<file path="src/rtl/adc_pkg.sv">
// Shared widths, state encoding and run configuration for the ADC capture path.
package adc_pkg;

  localparam int unsigned DATA_W   = 128;
  localparam int unsigned LEN_W    = 32;
  localparam int unsigned REC_W    = 16;
  localparam int unsigned HOLD_W   = 32;
  localparam int unsigned SAMPLE_W = 64;
  localparam int unsigned DROP_W   = 32;
  localparam int unsigned STATE_W  = 3;

  typedef enum logic [STATE_W-1:0] {
    ST_IDLE    = 3'd0,
    ST_CLEAR   = 3'd1,
    ST_ARMED   = 3'd2,
    ST_CAPTURE = 3'd3,
    ST_HOLDOFF = 3'd4,
    ST_DONE    = 3'd5
  } cap_state_e;

  // Run parameters frozen when a run is armed
  typedef struct packed {
    logic [LEN_W-1:0]  len;
    logic [REC_W-1:0]  max_rec;
    logic [HOLD_W-1:0] holdoff;
  } run_cfg_t;

  // Zero-valued lengths/holdoffs behave as one
  function automatic logic [LEN_W-1:0] at_least_one(input logic [LEN_W-1:0] v);
    return (v == '0) ? LEN_W'(1) : v;
  endfunction

endpackage

</file>
<file path="src/rtl/capture_out_reg.sv">
// One-entry output holding register for the record stream, with saturating
// count of beats lost while the register is full and stalled.
module capture_out_reg
  import adc_pkg::*;
#(
  parameter int unsigned DATA_WIDTH = DATA_W
) (
  input  logic                  aclk,
  input  logic                  areset,
  input  logic                  flush,
  input  logic                  clr_drop,
  input  logic                  beat_valid,
  input  logic [DATA_WIDTH-1:0] beat_data,
  input  logic                  beat_last,
  input  logic                  m_axis_tready,
  output logic                  m_axis_tvalid,
  output logic [DATA_WIDTH-1:0] m_axis_tdata,
  output logic                  m_axis_tlast,
  output logic                  accept_c,
  output logic [DROP_W-1:0]     dropped_count
);

  logic drop_c;

  // A full register frees up in the same cycle it is drained
  assign accept_c = beat_valid && (!m_axis_tvalid || m_axis_tready);
  assign drop_c   = beat_valid && m_axis_tvalid && !m_axis_tready;

  always_ff @(posedge aclk) begin
    if (areset || flush) begin
      m_axis_tvalid <= 1'b0;
      m_axis_tlast  <= 1'b0;
      m_axis_tdata  <= '0;
    end else if (accept_c) begin
      m_axis_tvalid <= 1'b1;
      m_axis_tlast  <= beat_last;
      m_axis_tdata  <= beat_data;
    end else if (m_axis_tready) begin
      m_axis_tvalid <= 1'b0;
      m_axis_tlast  <= 1'b0;
    end
  end

  always_ff @(posedge aclk) begin
    if (areset || clr_drop) begin
      dropped_count <= '0;
    end else if (drop_c && (dropped_count != '1)) begin
      dropped_count <= DROP_W'(dropped_count + DROP_W'(1));
    end
  end

endmodule

</file>
<file path="src/rtl/capture_sequencer.sv">
// Acquisition run controller: clears the ADC trigger path, waits for triggers,
// captures fixed-length records and spaces them with a holdoff.
module capture_sequencer
  import adc_pkg::*;
#(
  parameter int unsigned DATA_WIDTH   = DATA_W,
  parameter int unsigned CLEAR_CYCLES = 4
) (
  input  logic                  aclk,
  input  logic                  areset,
  input  logic                  arm,
  input  logic                  abort,
  input  logic [LEN_W-1:0]      record_len,
  input  logic [REC_W-1:0]      max_records,
  input  logic [HOLD_W-1:0]     holdoff_cycles,
  input  logic                  trig_in,
  input  logic [SAMPLE_W-1:0]   cur_sample,
  input  logic                  s_axis_tvalid,
  input  logic [DATA_WIDTH-1:0] s_axis_tdata,
  output logic                  m_axis_tvalid,
  output logic [DATA_WIDTH-1:0] m_axis_tdata,
  output logic                  m_axis_tlast,
  input  logic                  m_axis_tready,
  output logic                  reset_trigger,
  output logic                  reset_max_sum,
  output logic [STATE_W-1:0]    state_o,
  output logic                  busy,
  output logic                  done,
  output logic [REC_W-1:0]      records_done,
  output logic [SAMPLE_W-1:0]   first_sample,
  output logic [DROP_W-1:0]     dropped_count
);

  localparam int unsigned CLR_LAST = (CLEAR_CYCLES == 0) ? 0 : CLEAR_CYCLES - 1;

  cap_state_e        state;
  cap_state_e        state_nx;
  run_cfg_t          cfg;
  logic [LEN_W-1:0]  beat_cnt;
  logic [HOLD_W-1:0] phase_cnt;

  logic              start_c;
  logic              trig_hit_c;
  logic              beat_valid_c;
  logic              beat_last_c;
  logic              accept_c;
  logic              rec_end_c;
  logic              run_end_c;
  logic [REC_W-1:0]  rec_inc_c;

  logic              busy_nx;
  logic              done_nx;
  logic              reset_trigger_nx;
  logic              reset_max_sum_nx;

  // abort outranks every other event in the same cycle
  assign start_c      = ((state == ST_IDLE) || (state == ST_DONE)) && arm && !abort;
  assign trig_hit_c   = (state == ST_ARMED) && trig_in && !abort;
  assign beat_valid_c = (state == ST_CAPTURE) && s_axis_tvalid && !abort;
  assign beat_last_c  = (LEN_W'(beat_cnt + LEN_W'(1)) == cfg.len);
  assign rec_end_c    = accept_c && beat_last_c;
  assign rec_inc_c    = REC_W'(records_done + REC_W'(1));
  assign run_end_c    = (cfg.max_rec != '0) && (rec_inc_c == cfg.max_rec);

  // State register; outputs are registered from the next-state decode
  always_ff @(posedge aclk) begin
    if (areset) begin
      state         <= ST_IDLE;
      busy          <= 1'b0;
      done          <= 1'b0;
      reset_trigger <= 1'b0;
      reset_max_sum <= 1'b0;
    end else begin
      state         <= state_nx;
      busy          <= busy_nx;
      done          <= done_nx;
      reset_trigger <= reset_trigger_nx;
      reset_max_sum <= reset_max_sum_nx;
    end
  end

  assign state_o = state;

  // Next-state decode
  always_comb begin
    state_nx = state;
    if (abort) begin
      state_nx = ST_IDLE;
    end else begin
      case (state)
        ST_IDLE, ST_DONE: if (arm) state_nx = ST_CLEAR;
        ST_CLEAR:   if (phase_cnt == HOLD_W'(CLR_LAST)) state_nx = ST_ARMED;
        ST_ARMED:   if (trig_in) state_nx = ST_CAPTURE;
        ST_CAPTURE: if (rec_end_c) state_nx = run_end_c ? ST_DONE : ST_HOLDOFF;
        ST_HOLDOFF: if (phase_cnt == HOLD_W'(cfg.holdoff - HOLD_W'(1))) state_nx = ST_ARMED;
        default:    state_nx = ST_IDLE;
      endcase
    end
  end

  // Output decode of the state being entered
  always_comb begin
    busy_nx          = 1'b0;
    done_nx          = 1'b0;
    reset_trigger_nx = 1'b0;
    reset_max_sum_nx = 1'b0;
    case (state_nx)
      ST_CLEAR: begin
        busy_nx          = 1'b1;
        reset_trigger_nx = 1'b1;
        reset_max_sum_nx = 1'b1;
      end
      ST_ARMED, ST_CAPTURE: busy_nx = 1'b1;
      ST_HOLDOFF: begin
        busy_nx          = 1'b1;
        reset_trigger_nx = 1'b1;
      end
      ST_DONE: done_nx = 1'b1;
      default: ;
    endcase
  end

  // Run configuration, beat/phase counters and status
  always_ff @(posedge aclk) begin
    if (areset) begin
      cfg          <= '0;
      beat_cnt     <= '0;
      phase_cnt    <= '0;
      records_done <= '0;
      first_sample <= '0;
    end else begin
      if (start_c) begin
        cfg.len      <= at_least_one(record_len);
        cfg.max_rec  <= max_records;
        cfg.holdoff  <= at_least_one(holdoff_cycles);
        records_done <= '0;
      end
      if (trig_hit_c) begin
        first_sample <= cur_sample;
        beat_cnt     <= '0;
      end else if (accept_c) begin
        beat_cnt <= LEN_W'(beat_cnt + LEN_W'(1));
      end
      if (rec_end_c) begin
        records_done <= rec_inc_c;
      end
      if (state_nx != state) begin
        phase_cnt <= '0;
      end else if ((state == ST_CLEAR) || (state == ST_HOLDOFF)) begin
        phase_cnt <= HOLD_W'(phase_cnt + HOLD_W'(1));
      end
    end
  end

  capture_out_reg #(
    .DATA_WIDTH (DATA_WIDTH)
  ) u_out_reg (
    .aclk          (aclk),
    .areset        (areset),
    .flush         (abort),
    .clr_drop      (start_c),
    .beat_valid    (beat_valid_c),
    .beat_data     (s_axis_tdata),
    .beat_last     (beat_last_c),
    .m_axis_tready (m_axis_tready),
    .m_axis_tvalid (m_axis_tvalid),
    .m_axis_tdata  (m_axis_tdata),
    .m_axis_tlast  (m_axis_tlast),
    .accept_c      (accept_c),
    .dropped_count (dropped_count)
  );

endmodule

</file>
<file path="config.mk">
export PLATFORM = sky130hd
export DESIGN_NAME = capture_sequencer
export DESIGN_NICKNAME = d
export VERILOG_FILES = /design/src/rtl/adc_pkg.sv /design/src/rtl/capture_out_reg.sv /design/src/rtl/capture_sequencer.sv
export SDC_FILE = /design/constraint.sdc
export NUM_CORES = 1
export LEC_CHECK = 0
export BUFFER_PORTS_ARGS = -buffer_cell sky130_fd_sc_hd__buf_2
export CORE_AREA = 2 2 207 209
export CTS_BUF_LIST = sky130_fd_sc_hd__clkbuf_2
export DETAILED_ROUTE_END_ITERATION = 16
export DIE_AREA = 0 0 209 211
export PLACE_DENSITY = 0.72
export SKIP_LAST_GASP = 1
export SLEW_MARGIN = 20
export SYNTH_ARGS = -nofsm -noshare
export SYNTH_HDL_FRONTEND = slang
export SYNTH_SLANG_ARGS = --single-unit
export TNS_END_PERCENT = 1
</file>
<file path="constraint.sdc">
create_clock -name aclk -period 3.7 [get_ports aclk]
set_input_delay 0.74 -clock aclk [delete_from_list [all_inputs] [get_ports aclk]]
set_output_delay 0.74 -clock aclk [all_outputs]
set_load 0.03 [all_outputs]
</file>
==> flow_summary_export.csv <==
group,metric,value,unit
logic_synthesis,ys_ff_latch,393,
drt,wl_per_cell,17.3,µm
sta,tightestPinTransition,1090,ps
critical_path,reg2reg_depth,9,
critical_path,cp-start-kind,"flip-flop",
clock_network,cts_inserted_buffers,105,
drt,dr.first_iter.drc_count,1573,
logic_synthesis,syn_area,17600,µm²
critical_path,reg2reg_to,"records_done[8]$_SDFFE_PP0P_",
hold_path,hp-class,"input port to flip-flop",
logic_synthesis,synth_cells,2253,
logic_synthesis,async_flop_share,0,%
logic_synthesis,synth.avg_cell_area,7.81,µm²
critical_path,critPathCapture,"records_done[8]$_SDFFE_PP0P_",
sta,setup_ws,16.0,ps
die,die_w,209,µm
global_route,grt_pass1_vias,19600,
outcome,outcome,"completed",
logic_synthesis,synth_edf_count,0,
power,leakage,10.2,nW
die,start_util,42.2,%
sta,hold_viol_final,0,
die,fp-row-count,75,
cells_and_area,nNetsFinal,3387,
logic_synthesis,synth.area.top_cells,"dfxtp_1 (45%), nand2_1 (12%), a21oi_1 (8.3%), xnor2_1 (5.1%), xor2_1 (3.7%)",
sta,relSlewSlack,27.1,%
critical_path,crit_start,"beat_cnt[9]$_SDFFE_PP0P_",
global_route,grtUsageTotal,27.9,%
sta,maxSlewViolCount,0,
clock_network,clk_latency,1120,ps
power,ir_drop,0.000278,V
critical_path,worstPathRequired,4750,ps
cells_and_area,num-fill-cells,3504,
logic_synthesis,synth.distinct_cells,70,
cells_and_area,instances_no_fill,3722,
placed_design,dp.cells,3258,
logic_synthesis,synth.top_cell.area_share,44.7,%
placed_design,place_congestion,0.966,
global_route,grt_max_degree,145,
critical_path,criticalPathCategory,"flip-flop to flip-flop",
drt,firstDrtPassIters,5,
placed_design,portBuffers,527,
die,core,41800,µm²
cells_and_area,area_growth,40.8,%
drt,wl,64.3,mm
drt,drc,0,
logic_synthesis,seq_area_frac_synth,44.7,%
logic_synthesis,synth_top_area_cell,"dfxtp_1",
critical_path,cp_slowest_cell,"or4_1",
sta,min_period,3680,ps
critical_path,r2r_slack,20,ps
critical_path,critical_path.top_delay_family,"simple AND/OR/NAND/NOR gates",
power,power.density,338,nW/µm²
sta,setup_tns,0,ps
global_route,grt_pass1_wl,100,mm
clock_network,cts.clk_slew.worst_paths,120,ps
drt,num_vias,20000,
clock_network,clockRootBuffer,"clkbuf_2",
global_route,grt_overflow,0,
clock_network,clock-sinks,393,
die,dieArea,44100,µm²
sta,worst_clock_skew,112,ps
critical_path,path_buf_inv,1,
sta,final.period_utilization,99.6,%
critical_path,crit_arrival,4730,ps
critical_path,crit_chain,"nand4_1 -> or4_1 -> or4_4 -> a221o_1 -> nor4_1 -> nand4bb_1 -> buf_4 -> or4_1 -> a21oi_1",
logic_synthesis,yosysWarnings,0,
sta,rsz0062_at_grt,"yes",
placed_design,dp_hpwl,43.1,mm
die,die_h,211,µm
clock_network,clockBufferDepth,3,
global_route,antenna_found_initial,3,
flow_run,drv_cap,0,
critical_path,critPathMaxFanout,10,
sta,fmax,0.271,GHz
critical_path,crit_path_frequent_cell,"or4_1",
die,num_io_pins,528,
placed_design,place_ws,49.4,ps
clock_network,cts_tree,"done",
critical_path,r2r_start,"beat_cnt[9]$_SDFFE_PP0P_",
critical_path,slowest_delay,700,ps
critical_path,endpoint_kind,"flip-flop",
clock_network,htree_levels,3,
logic_synthesis,synth_nets,2537,
cells_and_area,drive_above_1_share,25.3,%
drt,via_per_inst,5.38,
drt,ant_nets,0,
logic_synthesis,synth_ff_type,"dfxtp_1",
sta,final-setup-viol-count,0,
critical_path,path_depth,9,
==> synth_stat cells (19+ instances only) <==
cell type and count:
nor4_1 53, o21ai_0 42, a21oi_1 293, nor3_1 46, clkbuf_1 128, nand4_1 52, a22o_1 30, xor2_1 75
nand2_1 564, inv_1 23, or3_1 38, xnor2_1 102, nor2_1 149, dfxtp_1 393, nand3_1 50, and3_1 19
==> cell families (layout without fill, tap and decap cells) <==
group                      Yosys count  count (layout)  synth area share [%]
xor gates and xnor gates           177             177                  8.81
adders and majority gates            5               5                 0.355
AOI/OAI and AO/OA                  445             445                  14.6
buffers and inverters              166            1089                  3.67
other                                0               7                     0
and+or+nand+nor                   1059            1059                  27.4
DFF                                393             393                  44.7
muxes                                8               8                 0.469
==> repair_timing <==
item	in CTS	in global routing
buffers inserted	0	2
hold buffers	275	0
endpoints found under the hold margin	275	0
gates resized for setup	0	5
setup endpoints to repair	0	52
==> tightest hold or removal path, delay by kind of cell <==
family	cells	cell delay [ps]
buffers and inverters	2	330
and+or+nand+nor	2	120
AOI/OAI and AO/OA	1	80
==> placed cells by master (no fill, tap or decap), types with 52 or more instances in the layout <==
cell type,synthesis,layout
a21oi_1,293,293
xor2_1,75,75
buf_4,2,82
xnor2_1,102,102
buf_2,6,526
nand4_1,52,52
dfxtp_1,393,393
nor2_1,149,146
dlygate4sd3_1,0,275
clkbuf_2,1,146
nand2_1,564,563
==> report_power, final <==
part           switching [mW]  internal (mW)  leakage [nW]
sequential             0.0495           4.27          3.17
combinational           0.460          0.509          6.28
clock                    1.87           1.22         0.717
total                    2.38           6.00          10.2
==> metrics by stage <==
step | power, mW | hold slack (ps) | area [µm²] | utilization, %
after floorplan | 4.79 | 448 | 17600 | -
after global placement | 5.12 | 438 | 21000 | 50.4
after detailed placement | 5.13 | 443 | 21100 | 50.4
after CTS | 8.43 | 15.2 | 24700 | 59.3
after global routing | 8.78 | 38.9 | 24800 | 59.4
final | 8.37 | 184 | 24800 | 59.4
==> registers in the layout (all words and copies together) (netlist names) <==
name	flops
beat_cnt	32
busy	1
state_o	3
u_out_reg.m_axis_tvalid	1
phase_cnt	32
reset_trigger	1
u_out_reg.m_axis_tdata	128
records_done	16
first_sample	64
u_out_reg.dropped_count	32
cfg	80
u_out_reg.m_axis_tlast	1
done	1
reset_max_sum	1
==> worst min path at each step <==
stage,start,to,slack (ps),cells past startpoint
global route,abort,state_o[2]$_SDFF_PP0_,40,5
global placement,u_out_reg.m_axis_tdata[95]$_SDFFE_PP0P_,u_out_reg.m_axis_tdata[95]$_SDFFE_PP0P_,440,2
CTS,abort,state_o[2]$_SDFF_PP0_,20,5
floorplan,cfg[67]$_SDFFE_PP0P_,cfg[67]$_SDFFE_PP0P_,450,2
detailed placement,u_out_reg.m_axis_tdata[14]$_SDFFE_PP0P_,u_out_reg.m_axis_tdata[14]$_SDFFE_PP0P_,440,2
finish,abort,state_o[2]$_SDFF_PP0_,180,5
==> routing by layer <==
layer  wire (µm)  track usage [%]  up-vias
li1            -                -     9498
met1       25600             32.3     9359
met2       30800             46.9      923
met3        4590             7.21      260
met4        3370             16.2        0
met5           0                0        -
==> area by class of cell <==
type	instances	area [µm²]	area share, %
multi-input combinational	1694	9150	36.9
sequential	393	7870	31.7
timing repair buffer	886	6060	24.4
clock buffer	146	731	2.95
tap	539	674	2.72
clock inverter	34	208	0.838
inverter	23	86.3	0.348
antenna	7	17.5	0.0706
No activity file was read; power rests on OpenSTA's default activity.
